### src/rtl/iter_div.sv
// iter_div: iterative radix-2 restoring divider with a valid/ready request
// side, a valid/ready result side and a synchronous flush. Signed operands
// are reduced to magnitudes on acceptance, and the signs are re-applied on
// the last iteration. Signed results truncate toward zero.
module iter_div #(
    parameter int WIDTH = 32
) (
    input  logic             clk,
    input  logic             resetn,
    input  logic             in_valid,
    output logic             in_ready,
    input  logic             in_signed,
    input  logic [WIDTH-1:0] dividend,
    input  logic [WIDTH-1:0] divisor,
    input  logic             flush,
    output logic             out_valid,
    input  logic             out_ready,
    output logic [WIDTH-1:0] quotient,
    output logic [WIDTH-1:0] remainder,
    output logic             div_by_zero,
    output logic             busy
);

    localparam int CW = $clog2(WIDTH + 1);
    localparam logic [CW-1:0] LAST_STEP = CW'(WIDTH - 1);

    localparam logic [1:0] ST_IDLE = 2'd0;
    localparam logic [1:0] ST_CALC = 2'd1;
    localparam logic [1:0] ST_DONE = 2'd2;

    logic [1:0]       state;
    logic [1:0]       state_nxt;
    logic [CW-1:0]    cnt;
    logic [WIDTH-1:0] rem_acc;   // partial remainder
    logic [WIDTH-1:0] quo_acc;   // dividend bits shift out, quotient bits shift in
    logic [WIDTH-1:0] div_mag;
    logic             q_neg;
    logic             r_neg;
    logic             dz_lat;

    logic             accept;
    logic             take;
    logic             last_step;
    logic [WIDTH-1:0] dividend_mag;
    logic [WIDTH-1:0] divisor_mag;
    logic [WIDTH:0]   rem_shift;
    logic             step_ok;
    logic [WIDTH-1:0] step_rem;
    logic [WIDTH-1:0] step_quo;
    logic [WIDTH-1:0] res_quo;
    logic [WIDTH-1:0] res_rem;

    // Handshake and status decode. in_ready is held low during reset and
    // whenever flush is requested, so flush always wins over acceptance.
    assign in_ready  = resetn && (state == ST_IDLE) && !flush;
    assign out_valid = (state == ST_DONE);
    assign busy      = (state != ST_IDLE);
    assign accept    = in_valid && in_ready;
    assign take      = out_valid && out_ready;
    assign last_step = (state == ST_CALC) && (cnt == LAST_STEP);

    // Operand magnitudes; in unsigned mode the operands pass through untouched.
    // The most-negative value maps onto itself, which is the correct unsigned
    // magnitude 2**(WIDTH-1).
    assign dividend_mag = (in_signed && dividend[WIDTH-1]) ? -dividend : dividend;
    assign divisor_mag  = (in_signed && divisor[WIDTH-1])  ? -divisor  : divisor;

    // One restoring step: shift the next dividend bit into the partial
    // remainder and subtract the divisor if it fits. The partial remainder is
    // always below the divisor, so a successful difference fits in WIDTH bits.
    assign rem_shift = {rem_acc, quo_acc[WIDTH-1]};
    assign step_ok   = (rem_shift >= {1'b0, div_mag});
    assign step_rem  = step_ok ? (rem_shift[WIDTH-1:0] - div_mag) : rem_shift[WIDTH-1:0];
    assign step_quo  = {quo_acc[WIDTH-2:0], step_ok};

    // Sign correction on the final step. A zero divisor leaves the magnitude of
    // the dividend in the remainder, so re-applying the dividend sign restores
    // the original dividend; only the quotient needs forcing to all ones.
    assign res_quo = dz_lat ? {WIDTH{1'b1}} : (q_neg ? -step_quo : step_quo);
    assign res_rem = r_neg ? -step_rem : step_rem;

    // Next-state logic; flush forces IDLE from any state.
    always_comb begin
        // NOTE: default assignment first so no path leaves state_nxt unassigned (no latch).
        state_nxt = state;
        case (state)
            ST_IDLE: if (accept)    state_nxt = ST_CALC;
            ST_CALC: if (last_step) state_nxt = ST_DONE;
            ST_DONE: if (take)      state_nxt = ST_IDLE;
            default:                state_nxt = ST_IDLE;
        endcase
        if (flush) begin
            state_nxt = ST_IDLE;
        end
    end

    // State register.
    always_ff @(posedge clk or negedge resetn) begin
        // NOTE: non-blocking assignments for all clocked state so every register samples pre-edge values.
        if (!resetn) begin
            state <= ST_IDLE;
        end else begin
            state <= state_nxt;
        end
    end

    // Operand capture on acceptance, then one restoring step per CALC cycle.
    always_ff @(posedge clk or negedge resetn) begin
        if (!resetn) begin
            cnt     <= '0;
            rem_acc <= '0;
            quo_acc <= '0;
            div_mag <= '0;
            q_neg   <= 1'b0;
            r_neg   <= 1'b0;
            dz_lat  <= 1'b0;
        end else if (accept) begin
            cnt     <= '0;
            rem_acc <= '0;
            quo_acc <= dividend_mag;
            div_mag <= divisor_mag;
            q_neg   <= in_signed && (dividend[WIDTH-1] ^ divisor[WIDTH-1]);
            r_neg   <= in_signed && dividend[WIDTH-1];
            dz_lat  <= (divisor == '0);
        end else if ((state == ST_CALC) && !flush) begin
            rem_acc <= step_rem;
            quo_acc <= step_quo;
            if (!last_step) begin
                cnt <= cnt + CW'(1);
            end
        end
    end

    // Result registers: loaded on the final step, cleared whenever the result
    // is taken or cancelled so they read zero outside DONE.
    always_ff @(posedge clk or negedge resetn) begin
        if (!resetn) begin
            quotient    <= '0;
            remainder   <= '0;
            div_by_zero <= 1'b0;
        end else if (flush || take) begin
            quotient    <= '0;
            remainder   <= '0;
            div_by_zero <= 1'b0;
        end else if (last_step) begin
            quotient    <= res_quo;
            remainder   <= res_rem;
            div_by_zero <= dz_lat;
        end
    end

endmodule

### config.mk
export PLATFORM = sky130hd
export DESIGN_NAME = iter_div
export DESIGN_NICKNAME = d
export VERILOG_FILES = /design/src/rtl/iter_div.sv
export SDC_FILE = /design/constraint.sdc
export NUM_CORES = 1
export LEC_CHECK = 0
export CAP_MARGIN = 20
export CORE_MARGIN = 10
export CORE_UTILIZATION = 45
export DETAILED_ROUTE_END_ITERATION = 8
export GPL_TIMING_DRIVEN = 0
export PLACE_DENSITY = 0.69
export SETUP_SLACK_MARGIN = 0.15
export SYNTH_ARGS = -nofsm -noshare
export SYNTH_HDL_FRONTEND = slang
export SYNTH_SLANG_ARGS = --single-unit
### constraint.sdc
create_clock -name clk -period 15.7 [get_ports clk]
set_clock_uncertainty 0.05 [all_clocks]
set_input_delay 1.57 -clock clk [delete_from_list [all_inputs] [get_ports clk]]
set_output_delay 1.57 -clock clk [all_outputs]
set_load 0.05 [all_outputs]
==> impl_metrics.csv <==
group,metric,value,unit
synth,synthesis.nets,1586,
run,maxCapViolations,0,
synth,ys_warn_count,0,
clocking,cts-htree-levels,4,
synth,yosys.area_share.adder,4.026,%
grt,grt_antenna_before_repair,0,
clocking,clock_sinks,172,
synth,synth_xor_area_share,10.00,%
place,pre_cts_ws,9.054,ns
critical_path,end_kind,"flop",
synth,synth_seq_cells,172,
synth,async_reset_ff_share,100.0,%
synth,synth_area_leaders,"dfrtp_1, o21ai_0, xor2_1",
timing,hold_viol,0,
synth,yosysTopAreaCellShare,35.88,%
synth,synth.most_common_cell,"o21ai_0",
synth,synth_compound_area_share,23.99,%
synth,yosys.area_share.simple,20.12,%
critical_path,worstRegToRegCells,19,
clocking,path_clk_slew,0.08,ns
power,clockPowerShare,17.0,%
place,dp_hpwl,33.38,mm
clocking,cts.path.max_buffers,2,
critical_path,cp-startpoint,"rem_acc[5]",
power,leakage,5.864,nW
drt,drc_errors,0,
place,place_congestion,0.9526,
hold_path,hold_path_class,"reg2reg",
power,power.density,176.3,mW/mm²
final_layout,area_growth,20.16,%
power,switching_share,50.88,%
grt,grt_pass1_wl,65.72,mm
synth,synth-main-ff-cell,"dfrtp_1",
place,dpl-instance-area,0.01382,mm²
drt,routedWlPerCell,21.43,µm
die,io_pins,138,
timing,worst_slew_pin_slew,1.030,ns
power,intPower,1.248,mW
place,portBuffers,137,
die,design.core.area,0.02613,mm²
final_layout,final_area,0.01441,mm²
synth,synth_top_cell_by_area,"dfrtp_1",
critical_path,rr_startpoint,"rem_acc[5]",
drt,drt_first_pass_iters,5,
synth,syn_area,0.01200,mm²
grt,grt_max_degree,124,
synth,syn_inst,1478,
timing,period_share,43.23,%
die,rows,59,
drt,drtIter0Drc,1105,
grt,grt_pass1_vias,11460,
clocking,clock_latency,0.44,ns
critical_path,critical_path_class,"reg2reg",
hold_path,hold_depth,2,
final_layout,antenna_cells,0,
die,initial_core_util,45.90,%
drt,vias_per_cell,6.041,
synth,synth-edff-count,0,
synth,synth_area_per_cell,8.116,µm²
power,peakVddDrop,0.1043,mV
critical_path,worstPathMaxFanout,10,
timing,setup_tns,0,ns
final_layout,drive_above_1_share,3.701,%
power,power.total,2.542,mW
timing,period_needed,6.788,ns
drt,drt.antenna.violating_nets,0,
die,die_h,183.3,µm
synth,synthMuxAreaShare,1.669,%
die,die-area,0.03359,mm²
critical_path,required,16.03,ns
outcome,status,"completed",
clocking,cts_resized,0,
critical_path,crit_path_start_kind,"flop",
clocking,cts_root_buf,"clkbuf_16",
synth,synth_top_family_by_area,"compound AO/OA/AOI/OAI gates",
clocking,cts_made_buffers,17,
synth,yosysSeqAreaShare,35.88,%
clocking,post-cts-setup-buffers,0,
clocking,cts_tree,"done",
drt,vias,11980,
critical_path,worst_ep_arrival_time,7.11,ns
drt,wl,42.50,mm
power,p_comb_share,58.4,%
clocking,cts_hold_repair.buffers,0,
grt,gr-usage-all-layers,24.83,%
power,p_sw,1.293,mW
final_layout,nets,1743,
timing,max_freq,147.3,MHz
die,die_w,183.3,µm
grt,grt-ovfl-total,0,
timing,holdWs,0.4317,ns
synth,ys_types,71,
timing,rsz0062_at_grt,"false",
timing,fin_ws,8.912,ns
timing,final_max_slew_viol_count,0,
power,p_seq_share,24.6,%
hold_path,hold_start,"div_mag[21]",
timing,slew_headroom,31.31,%
timing,setup_viol,0,
synth,synth_common_cells,"o21ai_0, dfrtp_1, nand2_1",
## state kept, by name (all words and copies together) (netlist names)
register     count
r_neg            1
dz_lat           1
div_mag         32
cnt              6
div_by_zero      1
quo_acc         32
remainder       32
quotient        32
rem_acc         32
state            2
q_neg            1
## power groups by stage
| stage | Sequential [mW] | Clock (mW) | Combinational (mW) |
|---|---|---|---|
| after floorplan | 0.589 | 0 | 1.03 |
| after global placement | 0.627 | 0 | 1.44 |
| after detailed placement | 0.630 | 0 | 1.44 |
| after CTS | 0.622 | 0.433 | 1.45 |
| after global routing | 0.635 | 0.450 | 1.61 |
| final | 0.625 | 0.431 | 1.49 |
## layer usage
| layer | part of all wire [%] | vias up | track usage [%] |
|---|---|---|---|
| met1 | 46 | 5811 | 34.73 |
| met2 | 46 | 468 | 39.01 |
| li1 | - | 5660 | - |
| met3 | 7.0 | 40 | 4.486 |
| met5 | 0 | - | 0 |
| met4 | 1.5 | 0 | 5.705 |
## per-stage QoR
| stage | cells | util, % |
|---|---|---|
| floorplan | 1478 | - |
| global placement | 1950 | 52.75 |
| detailed placement | 1951 | 52.88 |
| CTS | 1983 | 55.16 |
| global route | 1983 | 55.16 |
| finish | 1983 | 55.16 |
## final cells by class
class / instances / area, µm²
Clock buffer: 19 / 452.9
Multi-Input combinational cell: 1170 / 7174
Clock inverter: 13 / 142.6
Buffer: 86 / 329.1
Tap cell: 335 / 419.2
Timing Repair Buffer: 138 / 1404
Inverter: 50 / 187.7
Fill cell: 2511 / 11720
Sequential cell: 172 / 4304
## final timing paths
check,slack [ns],to
worst max-delay path,8.91,remainder[26]
worst min-delay path,0.43,div_mag[21]
worst max register to register,8.91,remainder[26]
worst min register to register,0.43,div_mag[21]
max in group asynchronous,13.66,div_mag[16]
min in group asynchronous,0.98,remainder[4]
## logic make-up after synthesis
kind of cell             count (synthesis)
AND/OR/NAND/NOR                        498
AO/OA/AOI/OAI                          477
adder cells (fa/ha/maj)                 38
buffers and inverters                  136
XOR/XNOR                               137
flip-flops                             172
multiplexers                            20
## worst max-delay path: stages, from the launching register on
cell	delay, ns
dfrtp_1	0.48
ha_1	0.43
a21oi_1	0.33
o21ai_0	0.34
a22oi_1	0.33
nand4_1	0.15
a21o_4	0.26
inv_2	0.08
clkbuf_1	0.60
clkbuf_1	0.76
mux2i_1	0.38
ha_1	0.28
nand3b_1	0.12
or2_2	0.33
nor3_1	0.25
a41oi_1	0.16
or4_4	0.53
or2_1	0.27
or4_1	0.51
nand3_1	0.08
## placed cells by master, fill, tap and decap left out, types with 21 or more instances in the layout
cell and n:
o21ai_0 192, nand2_1 172, dfrtp_1 172, clkdlybuf4s50_1 136, a21oi_1 115, nor2_1 95, xor2_1 80, clkbuf_1 73
xnor2_1 57, nand3_1 53, inv_1 49, nor3_1 37, ha_1 37, a22oi_1 34, nor4_1 23, o31ai_1 21
(Power assumes the default switching activity.)
